`src/rtl/fifo_pkg.sv`:
```
// rtl/fifo_pkg.sv - shared gray-pointer FIFO definitions for the write and read pointer blocks
package fifo_pkg;

    localparam int FIFO_ADDR_WIDTH = 3;

    function automatic int ptr_width(input int addr_width);
        return addr_width + 1;
    endfunction

    localparam int FIFO_PTR_WIDTH = ptr_width(FIFO_ADDR_WIDTH);

    // Generic up to 32 bits; callers zero-extend and truncate to their own width.
    function automatic logic [31:0] bin2gray(input logic [31:0] bin);
        return bin ^ (bin >> 1);
    endfunction

endpackage

```
`src/rtl/gray2bin.sv`:
```
// rtl/gray2bin.sv - combinational gray-to-binary converter (XOR prefix from the MSB down)
module gray2bin #(
    parameter int WIDTH = 4
) (
    input  logic [WIDTH-1:0] gray,
    output logic [WIDTH-1:0] bin
);

    always_comb begin
        bin = '0;
        bin[WIDTH-1] = gray[WIDTH-1];
        for (int i = WIDTH - 2; i >= 0; i--) begin
            bin[i] = bin[i+1] ^ gray[i];
        end
    end

endmodule

```
`src/rtl/wptr_full.sv`:
```
// rtl/wptr_full.sv - write pointer, full/overflow flags; fill level and almost_full under WPTR_FULL_LEVEL_EN
module wptr_full
    import fifo_pkg::*;
#(
    parameter int ADDR_WIDTH = FIFO_ADDR_WIDTH,
    parameter int AF_LEVEL   = 6
) (
    input  logic                  wclk,
    input  logic                  rst,
    input  logic                  winc,
    input  logic [ADDR_WIDTH:0]   rptr_sync,
    output logic                  wen,
    output logic [ADDR_WIDTH-1:0] waddr,
    output logic [ADDR_WIDTH:0]   wptr,
    output logic                  full,
    output logic                  overflow,
    output logic [ADDR_WIDTH:0]   wlevel,
    output logic                  almost_full
);

    localparam int PW = ptr_width(ADDR_WIDTH);
    // Full when the read pointer equals ours with the top two gray bits inverted.
    localparam logic [PW-1:0] FULL_MASK = PW'(3) << (ADDR_WIDTH - 1);

    logic [PW-1:0] wbin_q, wbin_d;
    logic [PW-1:0] wptr_q, wptr_d;
    logic          full_q, full_d;
    logic          overflow_q, overflow_d;

    always_comb begin
        wen        = winc & ~full_q;
        wbin_d     = wbin_q + PW'(wen);
        wptr_d     = PW'(bin2gray(32'(wbin_d)));
        full_d     = (wptr_d == (rptr_sync ^ FULL_MASK));
        overflow_d = overflow_q | (winc & full_q);
    end

    always_ff @(posedge wclk) begin
        if (rst) begin
            wbin_q     <= '0;
            wptr_q     <= '0;
            full_q     <= 1'b0;
            overflow_q <= 1'b0;
        end else begin
            wbin_q     <= wbin_d;
            wptr_q     <= wptr_d;
            full_q     <= full_d;
            overflow_q <= overflow_d;
        end
    end

    assign waddr    = wbin_q[ADDR_WIDTH-1:0];
    assign wptr     = wptr_q;
    assign full     = full_q;
    assign overflow = overflow_q;

`ifdef WPTR_FULL_LEVEL_EN
    localparam logic [PW-1:0] AF_THRESH = PW'(AF_LEVEL);

    logic [PW-1:0] rbin_s;
    logic [PW-1:0] wlevel_q, wlevel_d;
    logic          almost_full_q, almost_full_d;

    gray2bin #(
        .WIDTH (PW)
    ) u_rptr_gray2bin (
        .gray (rptr_sync),
        .bin  (rbin_s)
    );

    // Pessimistic: the synchronised read pointer lags, so this never under-reports.
    always_comb begin
        wlevel_d      = wbin_d - rbin_s;
        almost_full_d = (wlevel_d >= AF_THRESH);
    end

    always_ff @(posedge wclk) begin
        if (rst) begin
            wlevel_q      <= '0;
            almost_full_q <= 1'b0;
        end else begin
            wlevel_q      <= wlevel_d;
            almost_full_q <= almost_full_d;
        end
    end

    assign wlevel      = wlevel_q;
    assign almost_full = almost_full_q;
`else
    logic [31:0] unused_af_level;
    assign unused_af_level = AF_LEVEL;

    assign wlevel      = '0;
    assign almost_full = 1'b0;
`endif

endmodule
```
`config.mk`:
```
export PLATFORM = sky130hd
export DESIGN_NAME = wptr_full
export DESIGN_NICKNAME = d
export VERILOG_FILES = /design/src/rtl/fifo_pkg.sv /design/src/rtl/gray2bin.sv /design/src/rtl/wptr_full.sv
export SDC_FILE = /design/constraint.sdc
export NUM_CORES = 1
export LEC_CHECK = 0
export ABC_AREA = 1
export BUFFER_PORTS_ARGS = -buffer_cell sky130_fd_sc_hd__buf_2
export CAP_MARGIN = 20
export CORE_MARGIN = 5
export CORE_UTILIZATION = 26
export CTS_CLUSTER_SIZE = 25
export DETAILED_ROUTE_END_ITERATION = 10
export PLACE_DENSITY_LB_ADDON = 0.08
export SLEW_MARGIN = 10
export SYNTH_ARGS = -nofsm -noshare
export SYNTH_HDL_FRONTEND = slang
export SYNTH_SLANG_ARGS = --single-unit
```
`constraint.sdc`:
```
create_clock -name wclk -period 1.9 [get_ports wclk]
set_input_delay 0.095 -clock wclk [delete_from_list [all_inputs] [get_ports wclk]]
set_output_delay 0.095 -clock wclk [all_outputs]
set_load 0.01 [all_outputs]
```
==> results of run 1 <==
## worst paths after layout
path,startpoint,endpoint,slack (ns),depth (start not counted)
setup reg to reg,full,full,0.26,10
setup / recovery,full,full,0.26,10
hold reg to reg,overflow,overflow,0.48,2
hold / removal,winc,overflow,0.09,3
## sequential cells by signal (all words and copies together), names as in the netlist
register,flops
full,1
wbin_q,4
overflow,1
wptr,3
## area by class of cell
| cell class | instances | area share, % |
|---|---|---|
| Multi-Input combinational cell | 49 | 41.85 |
| Timing Repair Buffer | 16 | 12.88 |
| Tap cell | 27 | 5.433 |
| Inverter | 11 | 6.640 |
| Sequential cell | 9 | 28.97 |
| Clock buffer | 4 | 4.225 |
## layer usage
| layer | vias to the layer above | wire length (um) |
|---|---|---|
| li1 | 248 | - |
| met1 | 202 | 452 |
| met2 | 14 | 491 |
| met3 | 4 | 67 |
| met4 | 0 | 42 |
| met5 | - | 0 |
## worst register-to-register path: cells and delay by family, from the launching register on
family	cells	cell delay, ns
adder cells (fa/ha/maj)	2	0.53
buffers and inverters	1	0.11
AND/OR/NAND/NOR	7	0.63
flip-flops	1	0.32
## stage by stage
step	cells	hold WS, ns
floorplan	75	0.2357
global placement	112	0.3450
detailed placement	112	0.3464
CTS	116	0.08066
global route	116	0.1044
finish	116	0.09033
## power groups by stage
stage          combinational (mW)  sequential (mW)  clock, mW
2_1_floorplan              0.0758            0.218          0
3_3_place_gp                0.108            0.211          0
3_5_place_dp                0.108            0.211          0
4_1_cts                     0.109            0.207      0.159
5_1_grt                     0.129            0.209      0.174
6_report                    0.110            0.207      0.151
## cells by family (layout without fill, tap and decap cells)
logic type / Yosys count / count (layout) / synth area share, %
flip-flops: 9 / 9 / 35.82
other: 1 / 5 / 0.7456
buffers and inverters: 17 / 31 / 16.42
AND/OR/NAND/NOR: 38 / 38 / 38.06
AO/OA/AOI/OAI: 4 / 4 / 3.980
adder cells (fa/ha/maj): 2 / 2 / 4.974
## placed cells by master, fill, tap and decap left out
| cell | netlist | layout |
|---|---|---|
| a21oi_1 | 4 | 4 |
| buf_2 | 0 | 16 |
| clkbuf_1 | 1 | 1 |
| clkbuf_4 | 0 | 3 |
| conb_1 | 1 | 5 |
| dfxtp_1 | 9 | 9 |
| ha_2 | 0 | 2 |
| inv_1 | 10 | 9 |
| inv_2 | 1 | 2 |
| nand2_1 | 11 | 11 |
| nand2_2 | 4 | 4 |
| nand2_4 | 2 | 2 |
| nand3_1 | 9 | 9 |
| nand3_2 | 1 | 1 |
| nand3b_1 | 1 | 1 |
| nand4_1 | 1 | 1 |
| nor2_1 | 9 | 9 |
==> metrics.yaml, run 1 <==
cells_and_area:
  num_antenna_cells: 0
  area_growth_pct: 23.63
  drive_gt1_share_pct: 33.71
  final_util_pct: 32.70
  fin_area_sq_um: 621.8
  seq_area_sq_um: 180.2
  multi_input_area_sq_um: 260.3
  n_fill_cell: 223
  nNetsFinal: 99
worst_setup_path:
  worstPathRequired_ns: 2.10
  worst-path-buf-inv: 1
  crit_type: "register to register"
  endpoint_kind: "register"
  slowest_delay_ns: 0.32
  cp_slowest_cell: "dfxtp_1"
  crit_arrival_ns: 1.85
  start_kind: "register"
  path_cells: "nor2_1 > ha_2 > ha_2 > inv_2 > nand2_2 > nand3_1 > nand3_1 > nor2_1 > nand3_1 > nor2_1"
  critical_path.top_delay_family: "simple AND/OR/NAND/NOR gates"
  critPathMaxFanout: 5
yosys:
  avgSynthCellArea_sq_um: 7.084
  ys_top_cells_by_count: "nand2_1, inv_1, dfxtp_1, nand3_1, nor2_1"
  async_reset_ff_share_pct: 0
  yosys_register_bits: 9
  synth_top_area_share_pct: 35.82
  ys.flop_type: "dfxtp_1"
  synth.cell_area_sq_um: 503.0
  yosysWarnings: 0
  synth-edff-count: 0
  synth_area_leaders: "dfxtp_1, nand3_1, nand2_1"
  synth.most_common_cell: "nand2_1"
  synth_cell_types: 16
  synth_top_area_cell: "dfxtp_1"
  postSynthCellCount: 71
  yosysSeqAreaShare_pct: 35.82
route:
  wl_per_cell_um: 9.086
  firstDrtPassIters: 4
  first_iter_violations: 2
  vias_per_cell: 4.034
  drc: 0
  wl_um: 1054
  vias: 468
  ant_nets: 0
grt:
  use_met3_pct: 2.216
  grt_start_max_net_pins: 10
  use_met1_pct: 10.40
  grt_pass1_vias: 462
  grt_pass1_wl_um: 1807
  top_usage_layer: "met2"
  track_usage_pct: 9.018
  grt_overflow_total: 0
  antenna_found_initial: 0
  met2_usage_pct: 13.31
floorplan:
  dieHeight_um: 53.99
  core_region_area_sq_um: 1902
  io_pins: 22
  chipWidth_um: 53.99
  core.rowCount: 16
  floorplan.initialDensity_pct: 26.45
  die-area_sq_um: 2914
timing:
  hold_viol_final: 0
  fmax_ghz: 0.6095
  rsz0062_at_grt: "false"
  fin_crit_ns: 1.641
  setup_violations: 0
  fin_crit_sh_pct: 86.35
  fin_skew_ns: 0.002924
  final_max_slew_viol_count: 0
  worst_slack_ns: 0.2594
  fin_tns_setup_ns: 0
clock_network:
  cts_max_path_buffers: 2
  path_clk_slew_ns: 0.06
  post_cts_resized: 0
  clock-sinks: 9
  postCtsHoldBufs: 0
  cts_setup_buffers: 0
  clockRootBuffer: "clkbuf_4"
  cts_max_level: 1
  cts_tree: "yes"
  clk_latency_ns: 0.26
  numCtsBuffers: 3
job:
  maxCapViolations: 0
power_and_ir_drop:
  net-switching-power_mw: 0.1419
  combPwrFrac_pct: 23.4
  p_per_area_nw_per_um2: 752.7
  switching_share_pct: 30.31
  p_int_mw: 0.3262
  p_leak_nw: 0.3343
  irDropWorstVdd_uv: 216.6
  pwr-share-clk_pct: 32.3
  power_frac_seq_pct: 44.3
  finalPower_mw: 0.4681
place:
  portBuffers: 16
  place_ws_ns: 0.1798
  dpl.hpwl_um: 847.6
  gp_congestion: 0.7249
  place_area_sq_um: 590.6
outcome:
  status: "completed"
min_path:
  min_path_type: "input pin to register"
No activity file was read; power rests on OpenSTA's default activity.
==> run 2, diff against run 1 <==
--- a/config.mk
+++ b/config.mk
@@ -7,12 +7,13 @@
 export LEC_CHECK = 0
 export ABC_AREA = 1
 export BUFFER_PORTS_ARGS = -buffer_cell sky130_fd_sc_hd__buf_2
-export CAP_MARGIN = 20
+export CAP_MARGIN = 5
 export CORE_MARGIN = 5
 export CORE_UTILIZATION = 26
 export CTS_CLUSTER_SIZE = 25
 export DETAILED_ROUTE_END_ITERATION = 10
 export PLACE_DENSITY_LB_ADDON = 0.08
+export SETUP_SLACK_MARGIN = 0.4
 export SLEW_MARGIN = 10
 export SYNTH_ARGS = -nofsm -noshare
 export SYNTH_HDL_FRONTEND = slang
==> constraint.sdc (replaced) <==
create_clock -name wclk -period 2.1 [get_ports wclk]
set_input_delay 0.105 -clock wclk [delete_from_list [all_inputs] [get_ports wclk]]
set_output_delay 0.105 -clock wclk [all_outputs]
set_load 0.01 [all_outputs]
==> metrics.yaml, run 2 (synthesis gave the netlist of run 1 again) <==
power_and_ir_drop:
  switching_share_pct: 31.03
  pwr-share-clk_pct: 32.2
  p_per_area_nw_per_um2: 677.9
  finalPower_mw: 0.4368
  net-switching-power_mw: 0.1356
  p_leak_nw: 0.3410
  irDropWorstVdd_uv: 237.4
  power_frac_seq_pct: 43.2
  combPwrFrac_pct: 24.6
  p_int_mw: 0.3012
timing:
  fin_hold_ws_ns: 0.08148
  fmax_ghz: 0.6638
  setup_violations: 0
  worst_slack_ns: 0.5936
  fin_crit_sh_pct: 71.73
  hold_viol_final: 0
  final_max_slew_viol_count: 0
  fin_crit_ns: 1.506
  fin_tns_setup_ns: 0
  rsz0062_at_grt: "false"
  fin_skew_ns: 0.001137
clock_network:
  path_clk_slew_ns: 0.07
  numCtsBuffers: 3
  clk_latency_ns: 0.26
  cts_max_path_buffers: 2
  clockRootBuffer: "clkbuf_4"
  cts_tree: "yes"
  postCtsHoldBufs: 0
  clock-sinks: 9
  cts_max_level: 1
cells_and_area:
  layout_common_cells: "buf_2, nand2_1, inv_1, nand3_1, dfxtp_1"
  area_growth_pct: 28.11
  drive_gt1_share_pct: 35.56
  fin_cells: 117
  num_antenna_cells: 0
  nNetsFinal: 100
  regMostFlops: "wbin_q"
  largest_reg_flops: 4
  layout_commonest_cell: "buf_2"
route:
  vias: 471
  ant_nets: 0
  firstDrtPassIters: 2
  first_iter_violations: 5
  wl_per_cell_um: 8.932
  vias_per_cell: 4.026
  drc: 0
  wl_um: 1045
worst_setup_path:
  worst-path-buf-inv: 1
  endpoint_kind: "register"
  crit_arrival_ns: 1.71
  critical_path.top_delay_family: "simple AND/OR/NAND/NOR gates"
  worstSetupStartpoint: "full"
  worstPathRequired_ns: 2.30
  cp_slowest_cell: "dfxtp_1"
  r2r-start: "full"
  reg2reg_slack_ns: 0.59
  slowest_delay_ns: 0.33
  crit_type: "register to register"
  r2r_cells: 10
  start_kind: "register"
  critPathMaxFanout: 5
  path_cells: "nor2_2 > ha_2 > ha_4 > inv_4 > nand2_2 > nand3_1 > nand3_1 > nor2_1 > nand3_1 > nor2_1"
  reg2reg_to: "full"
  path_common_cell: "nand3_1"
place:
  gp_congestion: 0.7101
  dpl.hpwl_um: 847.9
  portBuffers: 16
  dpl.cell_count: 112
  place_ws_ns: 0.3774
grt:
  track_usage_pct: 8.100
  grt_pass1_vias: 372
  grt_pass1_wl_um: 1518
  grt_overflow_total: 0
  antenna_found_initial: 0
  grt_start_max_net_pins: 10
min_path:
  hold_depth: 3
  min_path_type: "input pin to register"
  holdPathEnd: "overflow"
  worstHoldStart: "winc"
outcome:
  status: "completed"
floorplan:
  core.rowCount: 16
  io_pins: 22
  core_region_area_sq_um: 1902
  die-area_sq_um: 2914
  floorplan.initialDensity_pct: 26.45
  chipWidth_um: 53.99
  dieHeight_um: 53.99
job:
  maxCapViolations: 0
==> run 2: how the worst max path moves through the flow <==
stage / to / slack [ns] / depth (start not counted)
global route: full / 0.46 / 10
global placement: full / 0.38 / 10
finish: full / 0.59 / 10
CTS: full / 0.40 / 10
detailed placement: full / 0.38 / 10
floorplan: full / 0.43 / 10
==> run 2: power groups by stage <==
stage | combinational (mW) | clock, mW | sequential [mW]
finish | 0.107 | 0.141 | 0.189
global route | 0.120 | 0.156 | 0.190
CTS | 0.0990 | 0.148 | 0.188
detailed placement | 0.0978 | 0 | 0.192
global placement | 0.0980 | 0 | 0.191
floorplan | 0.0686 | 0 | 0.198
==> run 2: metal layers <==
| metal | wire length, um | global-route usage, % | up-vias |
|---|---|---|---|
| li1 | - | - | 250 |
| met5 | 0 | 0 | - |
| met1 | 440 | 8.237 | 205 |
| met2 | 516 | 12.50 | 12 |
| met3 | 44 | 0.8310 | 4 |
| met4 | 43 | 11.20 | 0 |
==> run 2: final cells by class <==
type | instances | area [sq um]
Inverter | 11 | 43.79
Fill cell | 225 | 1257
Multi-Input combinational cell | 49 | 272.8
Timing Repair Buffer | 17 | 87.58
Clock buffer | 4 | 26.28
Tap cell | 27 | 33.78
Sequential cell | 9 | 180.2
==> run 2: tightest hold or removal path: cells and delay by family <==
family | cells | cell delay [ns]
compound gates | 1 | 0.05
simple gates | 1 | 0.07
buf+inv | 1 | 0.09
==> run 2: per-stage QoR <==
step / cell area [sq um] / util [%]
finish: 644.4 / 33.88
global route: 644.4 / 33.88
CTS: 616.8 / 32.43
detailed placement: 590.6 / 31.05
global placement: 590.6 / 31.05
floorplan: 518.0 / -
==> run 2: repair_timing <==
| item | in CTS | in global routing |
|---|---|---|
| buffers inserted | 0 | 1 |
| gates resized for setup | 1 | 5 |
| pin swaps | 0 | 1 |
| endpoints found under the setup margin | 1 | 1 |
